==> src/rtl/btn_start_stop_ctrl.sv <==
// Start/stop push-button controller.
// Two raw buttons are synchronized, debounced and edge-detected. The
// resulting press events drive a two-state IDLE/RUN machine that emits
// single-cycle start/stop command pulses to a downstream counter stage.
// The FSM state is visible on `running`, which is 1 exactly when in RUN.
module btn_start_stop_ctrl #(
    parameter int DB_CYCLES = 4
) (
    input  logic clk,
    input  logic reset,
    input  logic btn_start,
    input  logic btn_stop,
    output logic start,
    output logic stop,
    output logic running
);

    // Last counter value before the stable level is allowed to flip.
    localparam logic [15:0] CNT_LAST = 16'(DB_CYCLES - 1);

    typedef enum logic {
        IDLE = 1'b0,
        RUN  = 1'b1
    } state_t;

    state_t state;

    // Bit 0 carries the start button, bit 1 the stop button.
    logic [1:0]  btn_raw;
    logic [1:0]  sync1;
    logic [1:0]  sync2;
    logic [1:0]  stable;
    logic [1:0]  stable_d;
    logic [15:0] db_cnt [2];
    logic [1:0]  press;
    logic        start_evt;
    logic        stop_evt;

    assign btn_raw   = {btn_stop, btn_start};
    // Press = rising edge of the debounced level; releases are ignored.
    assign press     = stable & ~stable_d;
    assign start_evt = press[0];
    assign stop_evt  = press[1];

    // Two-flop synchronizer for both asynchronous buttons.
    always_ff @(posedge clk or negedge reset) begin
        if (!reset) begin
            sync1 <= '0;
            sync2 <= '0;
        end else begin
            sync1 <= btn_raw;
            sync2 <= sync1;
        end
    end

    // Debouncer: the stable level only follows the synchronized input after
    // DB_CYCLES consecutive samples that disagree with it; any agreeing
    // sample restarts the count, so short glitches are filtered.
    always_ff @(posedge clk or negedge reset) begin
        if (!reset) begin
            stable <= '0;
            for (int i = 0; i < 2; i++) begin
                db_cnt[i] <= '0;
            end
        end else begin
            for (int i = 0; i < 2; i++) begin
                if (sync2[i] == stable[i]) begin
                    db_cnt[i] <= '0;
                end else if (db_cnt[i] == CNT_LAST) begin
                    stable[i] <= sync2[i];
                    db_cnt[i] <= '0;
                end else begin
                    db_cnt[i] <= db_cnt[i] + 16'd1;
                end
            end
        end
    end

    // One-cycle delayed copy of the debounced levels for edge detection.
    always_ff @(posedge clk or negedge reset) begin
        if (!reset) begin
            stable_d <= '0;
        end else begin
            stable_d <= stable;
        end
    end

    // IDLE/RUN machine with registered pulse and level outputs. Only the
    // press relevant to the current state is honoured, which also settles
    // simultaneous presses (start wins in IDLE, stop wins in RUN).
    always_ff @(posedge clk or negedge reset) begin
        if (!reset) begin
            state   <= IDLE;
            start   <= 1'b0;
            stop    <= 1'b0;
            running <= 1'b0;
        end else begin
            start <= 1'b0;
            stop  <= 1'b0;
            case (state)
                IDLE: begin
                    if (start_evt) begin
                        start   <= 1'b1;
                        running <= 1'b1;
                        state   <= RUN;
                    end
                end
                RUN: begin
                    if (stop_evt) begin
                        stop    <= 1'b1;
                        running <= 1'b0;
                        state   <= IDLE;
                    end
                end
                default: begin
                    running <= 1'b0;
                    state   <= IDLE;
                end
            endcase
        end
    end

endmodule

==> config.mk <==
export PLATFORM = sky130hd
export DESIGN_NAME = btn_start_stop_ctrl
export DESIGN_NICKNAME = d
export VERILOG_FILES = /design/src/rtl/btn_start_stop_ctrl.sv
export SDC_FILE = /design/constraint.sdc
export NUM_CORES = 1
export LEC_CHECK = 0
export ABC_AREA = 0
export CAP_MARGIN = 20
export CORE_UTILIZATION = 59
export DETAILED_ROUTE_END_ITERATION = 16
export GPL_TIMING_DRIVEN = 0
export PLACE_DENSITY = 0.76
export SLEW_MARGIN = 20
export SYNTH_ARGS = -nofsm -noshare
export SYNTH_HDL_FRONTEND = slang
export SYNTH_SLANG_ARGS = --single-unit
==> constraint.sdc <==
create_clock -name clk -period 2 [get_ports clk]
set_input_delay 0.3 -clock clk [delete_from_list [all_inputs] [get_ports clk]]
set_output_delay 0.3 -clock clk [all_outputs]
set_load 0.005 [all_outputs]
# After elaboration in Yosys (flattened, before gate mapping)
# Index checks and enable logic that the tools add are counted.
dict set report word_totals {
  word_cells 40
  register_bits 44
  inputBits 4
}
dict set report op_classes {
  n_eq_ne 6
  muxes 13
  reduce_logical 3
  n_bitwise 5
  add_sub_neg 2
}
# op n
set op_table {}
lappend op_table {{$mux 16} 4}
lappend op_table {{$add 16x1->16 const B} 2}
lappend op_table {{$eq 16x2->1 const B} 2}
lappend op_table {{$mux 1} 7}
lappend op_table {{$reduce_and 2->1} 3}
lappend op_table {{$pmux 1 s2} 2}
lappend op_table {{$not 1->1} 3}
lappend op_table {{$and 2x2->2} 1}
lappend op_table {{$eq 1x1->1} 2}
lappend op_table {{$ne 2x1->1 const B} 1}
lappend op_table {{$ne 2x2->1 const B} 1}
lappend op_table {{$not 2->2} 1}

# Longest topological paths before layout
dict set report logic_depth {
  ltp_word 4
  depth_mapped 6
  depth_no_buf 5
}

# Worst setup path after synthesis
# OpenSTA, ideal clock, no wires.
dict set report synth_timing {
  kind {reg-to-reg}
  from {register db_cnt[16] in the netlist's numbering}
  to {register db_cnt[21] in the netlist's numbering}
  arrival_ns 1.383
  stages_incl_launch_ff 7
  slack_ns 0.496
  n_path_buf 1
  t_required_ns 1.879
  path_cell_list {dfrtp_1 -> ha_1 -> nor4b_1 -> nand4_1 -> nand2_1 -> buf_2 -> nor2_1}
}
dict set report synth_via {
  elab_chain_len 3
}
# item line_no
set synth_rtl {}
lappend synth_rtl {{start, declared} 34} ;# logic [15:0] db_cnt [2];
lappend synth_rtl {{start signal, assigned by index} 73} ;# db_cnt[i] <= db_cnt[i] + 16'd1;
lappend synth_rtl {{$add 16x1->16 / $eq 16x2->1 (equally long branches)} {73, 69}}
lappend synth_rtl {{$mux 16 *} 69} ;# end else if (db_cnt[i] == CNT_LAST) begin
lappend synth_rtl {{$mux 16 *} 67} ;# if (sync2[i] == stable[i]) begin
# Mark *: on every way between the ends. The rest lies on a longest branch, timed or not.
# A chain may end at the register's enable or synchronous reset.

# Worst setup path after layout
dict set report layout_timing {
  from {register db_cnt[0] in the netlist's numbering}
  to {register db_cnt[8] in the netlist's numbering}
}
# Same word-level chain as after synthesis.

==> impl_metrics.csv <==
group,metric,value,unit
run_status,outcome,"complete, no violations",
cells_and_area,instances_no_fill,245,
die,coreArea,0.00310,sq mm
grt,grt_util_met2,38.4,%
power,power.leakage,0.891,nW
power,powerDensity,917,mW/mm^2
power,worst_ir_drop_vdd,0.000663,V
grt,grt_pass1_wl,5890,microns
synth,syn_nets,191,
run,maxCapViolCount,0,
cells_and_area,fin_nets,206,
synth,synth_largest_area_cell,"dfrtp_1",
synth,ys_seq_area_share,56.3,%
detailed_routing,drcViolationCount,0,
power,power,1.99,mW
critical_path,regToRegStartpoint,"db_cnt[0]",
clock_network,cts_tree,"built",
critical_path,crit_chain,"ha_1, nor4b_2, nand4_1, nand2_2, buf_2, nor2_1",
clock_network,root_buffer,"clkbuf_4",
synth,synthesis.area,0.00196,sq mm
clock_network,cts_made_buffers,5,
detailed_routing,vias,1372,
timing,fmax,0.565,GHz
cells_and_area,area_delta_synth_final,10.9,%
cells_and_area,utilization,69.9,%
synth,syn_inst,185,
critical_path,required,2260,ps
critical_path,cp-startpoint,"db_cnt[0]",
synth,synthTopCellsByArea,"dfrtp_1 56%, xnor2_1 7.6%, nor2_1 6.0%, xor2_1 4.9%, nor4_1 3.5%",
clock_network,htree_levels,2,
clock_network,clockBufferDepth,2,
synth,ys_types,31,
grt,met3_usage,6.55,%
critical_path,critPathKind,"flip-flop to flip-flop",
synth,synth.most_common_cell,"dfrtp_1",
critical_path,slowest_delay,440,ps
timing,max-slew-margin-rel,75.4,%
grt,gr-total-overflow,0,
critical_path,crit_slowest_cell,"dfrtp_1",
clock_network,insertion_delay,360,ps
cells_and_area,diodes,0,
clock_network,post-cts-setup-buffer-count,0,
clock_network,cts_sinks,44,
timing,min_period_over_period,88.6,%
timing,setup_tns,0,ps
grt,grt.busiest_layer,"met2",
grt,grt_max_degree,36,
place,dp_cells,236,
place,place_area,0.00209,sq mm
timing,whs,309,ps
timing,setup_viol,0,
synth,synth_warnings,0,
critical_path,cp-end-kind,"flip-flop",
detailed_routing,drtIter0Drc,93,
grt,grt_use_total,23.1,%
detailed_routing,viasPerCell,5.60,
timing,drv_slew,0,
grt,antenna_found_initial,0,
die,placementRows,20,
synth,synth-edff-count,0,
detailed_routing,wire_per_inst,13.8,microns
die,start_util,63.0,%
detailed_routing,wirelength,3380,microns
place,gp_congestion,0.859,
grt,grt_pass1_vias,1336,
critical_path,crit_fanout,10,
timing,min_period,1770,ps
die,die_x,59.6,microns
cells_and_area,drive_above_1_share,11.9,%
die,dieArea,0.00355,sq mm
synth,async_flop_share,100,%
detailed_routing,drt-pass1-iter-count,4,
grt,met1_usage,27.6,%
critical_path,cp-start-kind,"flip-flop",
place,portBuffers,6,
timing,setup_slack,229,ps
timing,hold_viol,0,
min_path,hold_class,"primary input to async pin",
synth,synth-seq-cells,44,
clock_network,path_clk_slew,130,ps
critical_path,cp.arrival,2030,ps
synth,syn_avg_cell_area,10.6,sq um
die,io_pins,7,
synth,yosys-top-cells-count,"44 x dfrtp_1, 31 x nor2_1, 17 x xnor2_1",
place,hpwl,2420,microns
place,pre_cts_slack,126,ps
timing,rsz0062_at_grt,"false",
cells_and_area,final_area,0.00217,sq mm
synth,synth_ff_type,"dfrtp_1",
timing,worst_slew_pin_slew,366,ps
synth,synth_top_area_share,56.3,%
timing,clock-skew-final,9.61,ps
die,fp.dieH,59.6,microns
detailed_routing,antenna_left,0,
==> final timing paths <==
kind / end / slack, ps / cells past startpoint
worst max register to register: db_cnt[8] / 230 / 6
worst min register to register: sync2[1] / 370 / 0
max in group asynchronous: db_cnt[7] / 1250 / 3
min in group clk: sync2[1] / 370 / 0
worst min-delay path: db_cnt[22] / 310 / 2
worst max-delay path: db_cnt[8] / 230 / 6
==> state kept, by name, indices dropped and copies added, names as in the netlist, 2 cells and up <==
signal    count
stable_d      2
sync1         2
db_cnt       32
stable        2
sync2         2
==> per-layer routing <==
layer  vias to the layer above  wire length (microns)
li1                        670                      -
met1                       665                   1410
met2                        28                   1780
met3                         9                    121
met4                         0                     67
met5                         -                      0
==> worst max-delay path: cells and delay by family (launching register included) <==
kind                     cells  cell delay, ps
adder cells (fa/ha/maj)      1             280
buffers and inverters        1             240
flip-flops                   1             440
AND/OR/NAND/NOR              4             710
==> what timing repair did <==
item,4_1_cts,5_1_grt
setup endpoints to repair,0,20
resized for setup,0,3
hold buffers,1,0
endpoints found under the hold margin,9,0
==> report_power, final <==
group / total [mW] / switching, mW / internal, mW
clock: 0.432 / 0.294 / 0.138
combinational: 0.451 / 0.254 / 0.197
sequential: 1.10 / 0.0929 / 1.01
==> layout make-up <==
cell class | count | area [sq um]
plain buffers | 4 | 22.5
repair buffers | 8 | 85.1
clock inverters | 3 | 23.8
fillers | 239 | 935
inverters | 5 | 18.8
clock buffers | 5 | 37.5
flip-flops and latches | 44 | 1100
well taps | 44 | 55.1
multi-input cells | 132 | 825
==> logic make-up after synthesis <==
logic type      count (synthesis)  share of synthesized area (%)
buf+inv                         9                           2.11
mux                             2                           1.15
compound gates                  6                           1.92
xor+xnor                       28                           12.5
simple gates                   94                           24.7
flops                          44                           56.3
fa+ha+maj                       2                           1.28
==> placed cells by master, fill, tap and decap left out, types with 2 or more instances in the layout <==
| cell | synthesis | final |
|---|---|---|
| nor4_1 | 11 | 11 |
| ha_1 | 2 | 2 |
| nand2_2 | 0 | 2 |
| nand3_1 | 11 | 11 |
| nor2_1 | 31 | 31 |
| mux2_2 | 2 | 2 |
| clkdlybuf4s50_1 | 0 | 5 |
| nand2_1 | 9 | 7 |
| xor2_1 | 11 | 11 |
| clkinvlp_4 | 0 | 2 |
| xnor2_1 | 17 | 17 |
| nor3_1 | 7 | 7 |
| and3_1 | 3 | 3 |
| dfrtp_1 | 44 | 44 |
| inv_1 | 5 | 5 |
| nand4_1 | 10 | 10 |
| a21oi_1 | 2 | 2 |
| clkbuf_4 | 0 | 5 |
| buf_2 | 3 | 4 |
(Power assumes the default switching activity.)
